**src/rtl/cache_refill_controller_pkg.sv**
```systemverilog
// Shared types and defaults for the cache refill controller.
// The refill FSM state encoding and the default way count live here.
package cache_refill_controller_pkg;

  localparam int CACHE_E = 4;

  typedef enum logic [1:0] {
    IDLE   = 2'd0,
    WB     = 2'd1,
    FILL   = 2'd2,
    COMMIT = 2'd3
  } refill_state_e;

endpackage

```
**src/rtl/cache_refill_controller.sv**
```systemverilog
// Miss-side refill engine: optional dirty write-back of the victim line,
// word-by-word line fetch into the victim way, then a one-cycle tag commit.
module cache_refill_controller
  import cache_refill_controller_pkg::*;
#(
  parameter int SET_SIZE     = CACHE_E,
  parameter int LINE_WORDS   = 4,
  parameter int INDEX_WIDTH  = 4,
  parameter int OFFSET_WIDTH = $clog2(LINE_WORDS) + 2,
  parameter int TAG_WIDTH    = 32 - INDEX_WIDTH - OFFSET_WIDTH
) (
  input  logic                          clk_i,
  input  logic                          rst_i,
  input  logic                          miss_i,
  input  logic [31:0]                   addr_i,
  input  logic [SET_SIZE-1:0]           victim_line_i,
  input  logic                          victim_dirty_i,
  input  logic [TAG_WIDTH-1:0]          victim_tag_i,
  input  logic [31:0]                   line_rdata_i,
  output logic [SET_SIZE-1:0]           line_sel_o,
  output logic [$clog2(LINE_WORDS)-1:0] line_word_o,
  output logic                          line_we_o,
  output logic [31:0]                   line_wdata_o,
  output logic                          tag_we_o,
  output logic [TAG_WIDTH-1:0]          tag_o,
  output logic                          mem_req_o,
  output logic                          mem_we_o,
  output logic [31:0]                   mem_addr_o,
  output logic [31:0]                   mem_wdata_o,
  input  logic                          mem_ready_i,
  input  logic [31:0]                   mem_rdata_i,
  output logic                          busy_o,
  output logic                          done_o
);

  localparam int WORD_W = $clog2(LINE_WORDS);
  localparam logic [WORD_W-1:0] LAST_WORD = WORD_W'(LINE_WORDS - 1);

  // Memory handshake: a word transfers on any cycle with mem_req_o & mem_ready_i;
  // address, direction and write data stay fixed until that cycle.
  refill_state_e              state_q, state_d;
  logic [WORD_W-1:0]          cnt_q, cnt_d;
  logic [INDEX_WIDTH-1:0]     index_q, index_d;
  logic [TAG_WIDTH-1:0]       fill_tag_q, fill_tag_d;
  logic [TAG_WIDTH-1:0]       vtag_q, vtag_d;
  logic [SET_SIZE-1:0]        victim_q, victim_d;

  // Byte-offset bits of the miss address never matter: refills are whole lines.
  logic unused_offset;
  assign unused_offset = ^addr_i[OFFSET_WIDTH-1:0];

  always_ff @(posedge clk_i or posedge rst_i) begin
    if (rst_i) begin
      state_q    <= IDLE;
      cnt_q      <= '0;
      index_q    <= '0;
      fill_tag_q <= '0;
      vtag_q     <= '0;
      victim_q   <= '0;
    end else begin
      state_q    <= state_d;
      cnt_q      <= cnt_d;
      index_q    <= index_d;
      fill_tag_q <= fill_tag_d;
      vtag_q     <= vtag_d;
      victim_q   <= victim_d;
    end
  end

  always_comb begin
    state_d      = state_q;
    cnt_d        = cnt_q;
    index_d      = index_q;
    fill_tag_d   = fill_tag_q;
    vtag_d       = vtag_q;
    victim_d     = victim_q;
    line_sel_o   = '0;
    line_word_o  = '0;
    line_we_o    = 1'b0;
    line_wdata_o = '0;
    tag_we_o     = 1'b0;
    tag_o        = '0;
    mem_req_o    = 1'b0;
    mem_we_o     = 1'b0;
    mem_addr_o   = '0;
    mem_wdata_o  = '0;
    busy_o       = (state_q != IDLE);
    done_o       = 1'b0;

    unique case (state_q)
      IDLE: begin
        if (miss_i) begin
          index_d    = addr_i[OFFSET_WIDTH +: INDEX_WIDTH];
          fill_tag_d = addr_i[31 -: TAG_WIDTH];
          vtag_d     = victim_tag_i;
          victim_d   = victim_line_i;
          cnt_d      = '0;
          state_d    = victim_dirty_i ? WB : FILL;
        end
      end
      WB: begin
        line_sel_o  = victim_q;
        line_word_o = cnt_q;
        mem_req_o   = 1'b1;
        mem_we_o    = 1'b1;
        mem_addr_o  = {vtag_q, index_q, cnt_q, 2'b00};
        mem_wdata_o = line_rdata_i;
        if (mem_ready_i) begin
          cnt_d = cnt_q + WORD_W'(1);
          if (cnt_q == LAST_WORD) state_d = FILL;
        end
      end
      FILL: begin
        line_sel_o   = victim_q;
        line_word_o  = cnt_q;
        line_we_o    = mem_ready_i;
        line_wdata_o = mem_rdata_i;
        mem_req_o    = 1'b1;
        mem_addr_o   = {fill_tag_q, index_q, cnt_q, 2'b00};
        if (mem_ready_i) begin
          cnt_d = cnt_q + WORD_W'(1);
          if (cnt_q == LAST_WORD) state_d = COMMIT;
        end
      end
      COMMIT: begin
        line_sel_o = victim_q;
        tag_we_o   = 1'b1;
        tag_o      = fill_tag_q;
        done_o     = 1'b1;
        state_d    = IDLE;
      end
      default: state_d = IDLE;
    endcase
  end

endmodule
```
**config.mk**
```make
export PLATFORM = sky130hd
export DESIGN_NAME = cache_refill_controller
export DESIGN_NICKNAME = d
export VERILOG_FILES = /design/src/rtl/cache_refill_controller_pkg.sv /design/src/rtl/cache_refill_controller.sv
export SDC_FILE = /design/constraint.sdc
export NUM_CORES = 1
export LEC_CHECK = 0
export ABC_AREA = 0
export CORE_ASPECT_RATIO = 1.4
export CORE_MARGIN = 8
export CORE_UTILIZATION = 30
export CTS_CLUSTER_SIZE = 12
export DETAILED_ROUTE_END_ITERATION = 8
export PLACE_DENSITY = 0.81
export SKIP_LAST_GASP = 1
export SYNTH_ARGS = -nofsm -noshare
export SYNTH_HDL_FRONTEND = slang
export SYNTH_SLANG_ARGS = --single-unit
```
**constraint.sdc**
```tcl
create_clock -name clk_i -period 6 [get_ports clk_i]
set_input_delay 1.8 -clock clk_i [delete_from_list [all_inputs] [get_ports clk_i]]
set_output_delay 1.8 -clock clk_i [all_outputs]
set_load 0.02 [all_outputs]
```
Word-level counts from Yosys, hierarchy flattened
Index checks and enable logic that the tools add are counted.
{ "word_totals": {"reg_bits": 60, "in_bits": 129, "out_inout_bits": 132, "word_cells": 45} }
{ "classes": {"add_sub_neg": 1, "eq_ne": 10, "mux": 20, "reduce_logical": 8} }
{ "ops": {"columns": ["cell", "n"], "rows": [
  ["32-bit 2-to-1 mux", 2],
  ["32-bit case mux with 2 select lines", 1],
  ["24-bit 2-to-1 mux", 1],
  ["2-bit 2-to-1 mux", 9],
  ["2-bit != test, second input constant", 5],
  ["2-bit case mux with 4 select lines", 1],
  ["2-bit equality test, second input constant", 3],
  ["5-bit AND reduction", 1],
  ["1-bit 2-to-1 mux", 4],
  ["4-bit 2-to-1 mux", 1],
  ["2-bit case mux with 2 select lines", 1],
  ["2-bit nonzero test", 2],
  ["3-bit AND reduction", 1],
  ["3-bit OR reduction", 1],
  ["2-bit by 1-bit adder with 2-bit output, second input constant", 1],
  ["2-bit by 1-bit equality test with 1-bit output, second input constant", 1],
  ["2-bit logical NOT", 1],
  ["2-bit by 1-bit != test with 1-bit output, second input constant", 1],
  ["2-bit AND reduction", 1],
  ["2-bit OR reduction", 1]
]} }

Longest topological paths before layout
{ "logic_depth": {"word_depth": 4, "depth_mapped": 6, "mapped_depth_nobuf": 5} }

Least setup slack after synthesis
OpenSTA, ideal clock, no wires.
{ "synth_path": {"path_type": "in2out", "startpoint": "input mem_rdata_i[0]", "endpoint": "output line_wdata_o[0]", "arrival_ps": 2016, "required_time_ps": 4200, "slack_ps": 2184, "path_stages": 1, "n_path_buf": 0, "path_cell_list": "and2_1"} }
{ "synth_between": {"elab_chain_len": 1} }
{ "synth_lines": {"columns": ["element", "line_no", "source"], "rows": [
  ["from (decl)", "cache_refill_controller.sv:31", "input logic [31:0] mem_rdata_i,"],
  ["32-bit 2-to-1 mux", "cache_refill_controller.sv:90", "unique case (state_q)"],
  ["to (decl)", "cache_refill_controller.sv:23", "output logic [31:0] line_wdata_o,"]
]} }
No other way between the ends.

Worst setup path in the final report
{ "layout_path": {"startpoint": "input mem_ready_i", "endpoint": "output line_we_o"} }
{ "layout_between": {"elab_chain_len": 1} }
{ "layout_lines": {"columns": ["element", "line_no", "source"], "rows": [
  ["from (decl)", "cache_refill_controller.sv:30", "input logic mem_ready_i,"],
  ["1-bit 2-to-1 mux", "cache_refill_controller.sv:90", null],
  ["to (decl)", "cache_refill_controller.sv:22", "output logic line_we_o,"]
]} }
No other way between the ends.

==> results.sh <==
export IMPL_outcome="complete, no violations"
export IMPL_synthCells=323
export IMPL_place_inst=703
export IMPL_worst_setup_path_end_kind="output port"
export IMPL_start_util_pct=30.5
export IMPL_routabilityCongestion=0.790
export IMPL_clock_latency_ps=320
export IMPL_cts_resized=0
export IMPL_finalSetupViolations=0
export IMPL_die_w_um=108
export IMPL_ir_worst_vdd_uv=261
export IMPL_max_freq_mhz=202
export IMPL_leakage_nw=2.78
export IMPL_ys_ff_latch=60
export IMPL_rows=47
export IMPL_cts_num_sinks=60
export IMPL_cts_root_buf="clkbuf_16"
export IMPL_skew_ps=6.71
export IMPL_dieArea_um2=15700
export IMPL_yosysSeqAreaShare_pct=41.9
export IMPL_ant_nets=0
export IMPL_slew_headroom_pct=28.4
export IMPL_yosys_warnings=0
export IMPL_wl_mm=13.7
export IMPL_fillers=1025
export IMPL_track_usage_pct=16.9
export IMPL_finalInstanceArea_um2=6510
export IMPL_die_h_um=145
export IMPL_power_density_nw_per_um2=533
export IMPL_finalCritPeriodShare_pct=82.7
export IMPL_reg2regPathDepth=5
export IMPL_syn_avg_cell_area_um2=11.1
export IMPL_worstSetupPathType="in2out"
export IMPL_tritoncts="done"
export IMPL_drtIter0Drc=111
export IMPL_dp_slack_ps=1020
export IMPL_drv_cap=0
export IMPL_hp_start="index_q[3]"
export IMPL_reg2reg_slack_ps=3520
export IMPL_via_per_inst=4.63
export IMPL_drive_gt1_share_pct=13.8
export IMPL_grt_pass1_vias=3596
export IMPL_fin_cells=719
export IMPL_vias=3331
export IMPL_fin_crit_ps=4960
export IMPL_clk_pin_slew_worst_paths_ps=50
export IMPL_cts_hold_buf=0
export IMPL_arrival_ps=3160
export IMPL_worst_slew_pin_slew_ps=1070
export IMPL_worstSetupStartpoint="mem_ready_i"
export IMPL_critical_path_max_fanout=6
export IMPL_routedWlPerCell_um=19.1
export IMPL_io_pins=261
export IMPL_placedInstanceArea_um2=6190
export IMPL_grt_max_degree=61
export IMPL_crit_required_ps=4200
export IMPL_yosysUniqueCellTypes=25
export IMPL_crit_end="line_we_o"
export IMPL_worst_hold_path_type="reg2reg"
export IMPL_startpoint_type="input pin"
export IMPL_rr_startpoint="state_q[1]"
export IMPL_place_detailed_hpwl_mm=10.7
export IMPL_setup_tns_ps=0
export IMPL_fin_ws_ps=1040
export IMPL_clockBufferDepth=2
export IMPL_drcViolationCount=0
export IMPL_fin_nets=703
export IMPL_r2r_end="state_q[1]"
export IMPL_antenna_cells=0
export IMPL_final_common_cell="clkdlybuf4s50_1"
export IMPL_finalHoldViolCount=0
export IMPL_core_area_um2=11800
export IMPL_synth_area_um2=3580
export IMPL_rsz0062_at_grt="false"
export IMPL_first_pass_iters=4
export IMPL_drv_slew=0
export IMPL_antenna_found_initial=1
export IMPL_layout_area_overhead_vs_synth_pct=81.8
export IMPL_htreeDepth=3
export IMPL_globalRoute_totalOverflow=0
export IMPL_grt_pass1_wl_mm=20.7
export IMPL_mostFrequentLayoutCells="clkdlybuf4s50_1, and2_1, dfrtp_1"
export IMPL_cts_buffers=9
export IMPL_cts_setup_buffers=0
export IMPL_port_buffer_count=254
-- area by class of cell --
class	instances	area (µm²)	share of cell area (%)
inverters	6	22.5	0.346
clock buffers	12	246	3.78
clock inverters	4	72.6	1.11
repair buffers	257	2560	39.4
well taps	147	184	2.82
flip-flops and latches	60	1500	23.1
multi-input cells	233	1920	29.5
-- logic make-up after synthesis --
group                    share of synthesized area, %
AO/OA/AOI/OAI                                    6.39
other                                           0.105
flip-flops                                       41.9
AND/OR/NAND/NOR                                  21.3
multiplexers                                     22.9
buffers and inverters                            4.85
adder cells (fa/ha/maj)                          2.44
-- power breakdown --
group	switching [mW]	internal (mW)	leakage (nW)
clock	0.175	0.374	0.153
combinational	1.06	1.11	1.92
sequential	0.139	0.616	0.710
total	1.37	2.10	2.78
-- synthesized netlist by cell type --
library cell	number	share of area, %
clkinv_1	1	0.10
buf_6	5	1.6
mux2_4	40	17
a22oi_1	24	5.0
o21ai_0	2	0.28
inv_1	5	0.52
ha_1	7	2.4
a22o_1	2	0.49
mux2_2	17	5.3
o221ai_2	1	0.42
buf_4	3	0.63
buf_2	7	0.98
and3_1	4	0.70
nand2_1	2	0.21
dfrtp_1	60	42
nor3_1	1	0.14
o22ai_1	1	0.17
clkbuf_1	10	1.0
nor2_1	27	2.8
nor2b_1	6	1.0
conb_1	1	0.10
nand2b_1	3	0.52
or2_2	1	0.17
mux2i_1	3	0.84
and2_1	90	16
-- critical path, stage by stage --
cell and delay [ps]:
clkdlybuf4s50_1 600, and2_1 160, clkdlybuf4s50_1 600
-- flip-flops by register name, indices dropped and copies added (netlist names) --
signal      count
vtag_q         24
cnt_q           2
index_q         4
victim_q        4
state_q         2
fill_tag_q     24
-- worst min path at each step --
stage	end	slack, ps	depth (start not counted)
2_1_floorplan	index_q[3]	470	1
6_report	index_q[3]	500	1
3_5_place_dp	index_q[3]	490	1
5_1_grt	index_q[3]	500	1
4_1_cts	index_q[3]	500	1
3_3_place_gp	index_q[3]	480	1
-- per-stage QoR --
step | hold slack [ps] | utilization [%] | total power [mW]
2_1_floorplan | 471 | - | 2.02
3_3_place_gp | 482 | 52.7 | 2.91
3_5_place_dp | 489 | 52.7 | 2.95
4_1_cts | 501 | 55.4 | 3.52
5_1_grt | 505 | 55.4 | 3.68
6_report | 500 | 55.4 | 3.47
-- layer usage --
| layer | global-route usage, % | part of all wire [%] |
|---|---|---|
| met5 | 0 | 0.12 |
| met2 | 30.9 | 53 |
| met3 | 5.41 | 8.8 |
| met1 | 17.7 | 36 |
| met4 | 4.88 | 1.4 |
(Power assumes the default switching activity.)
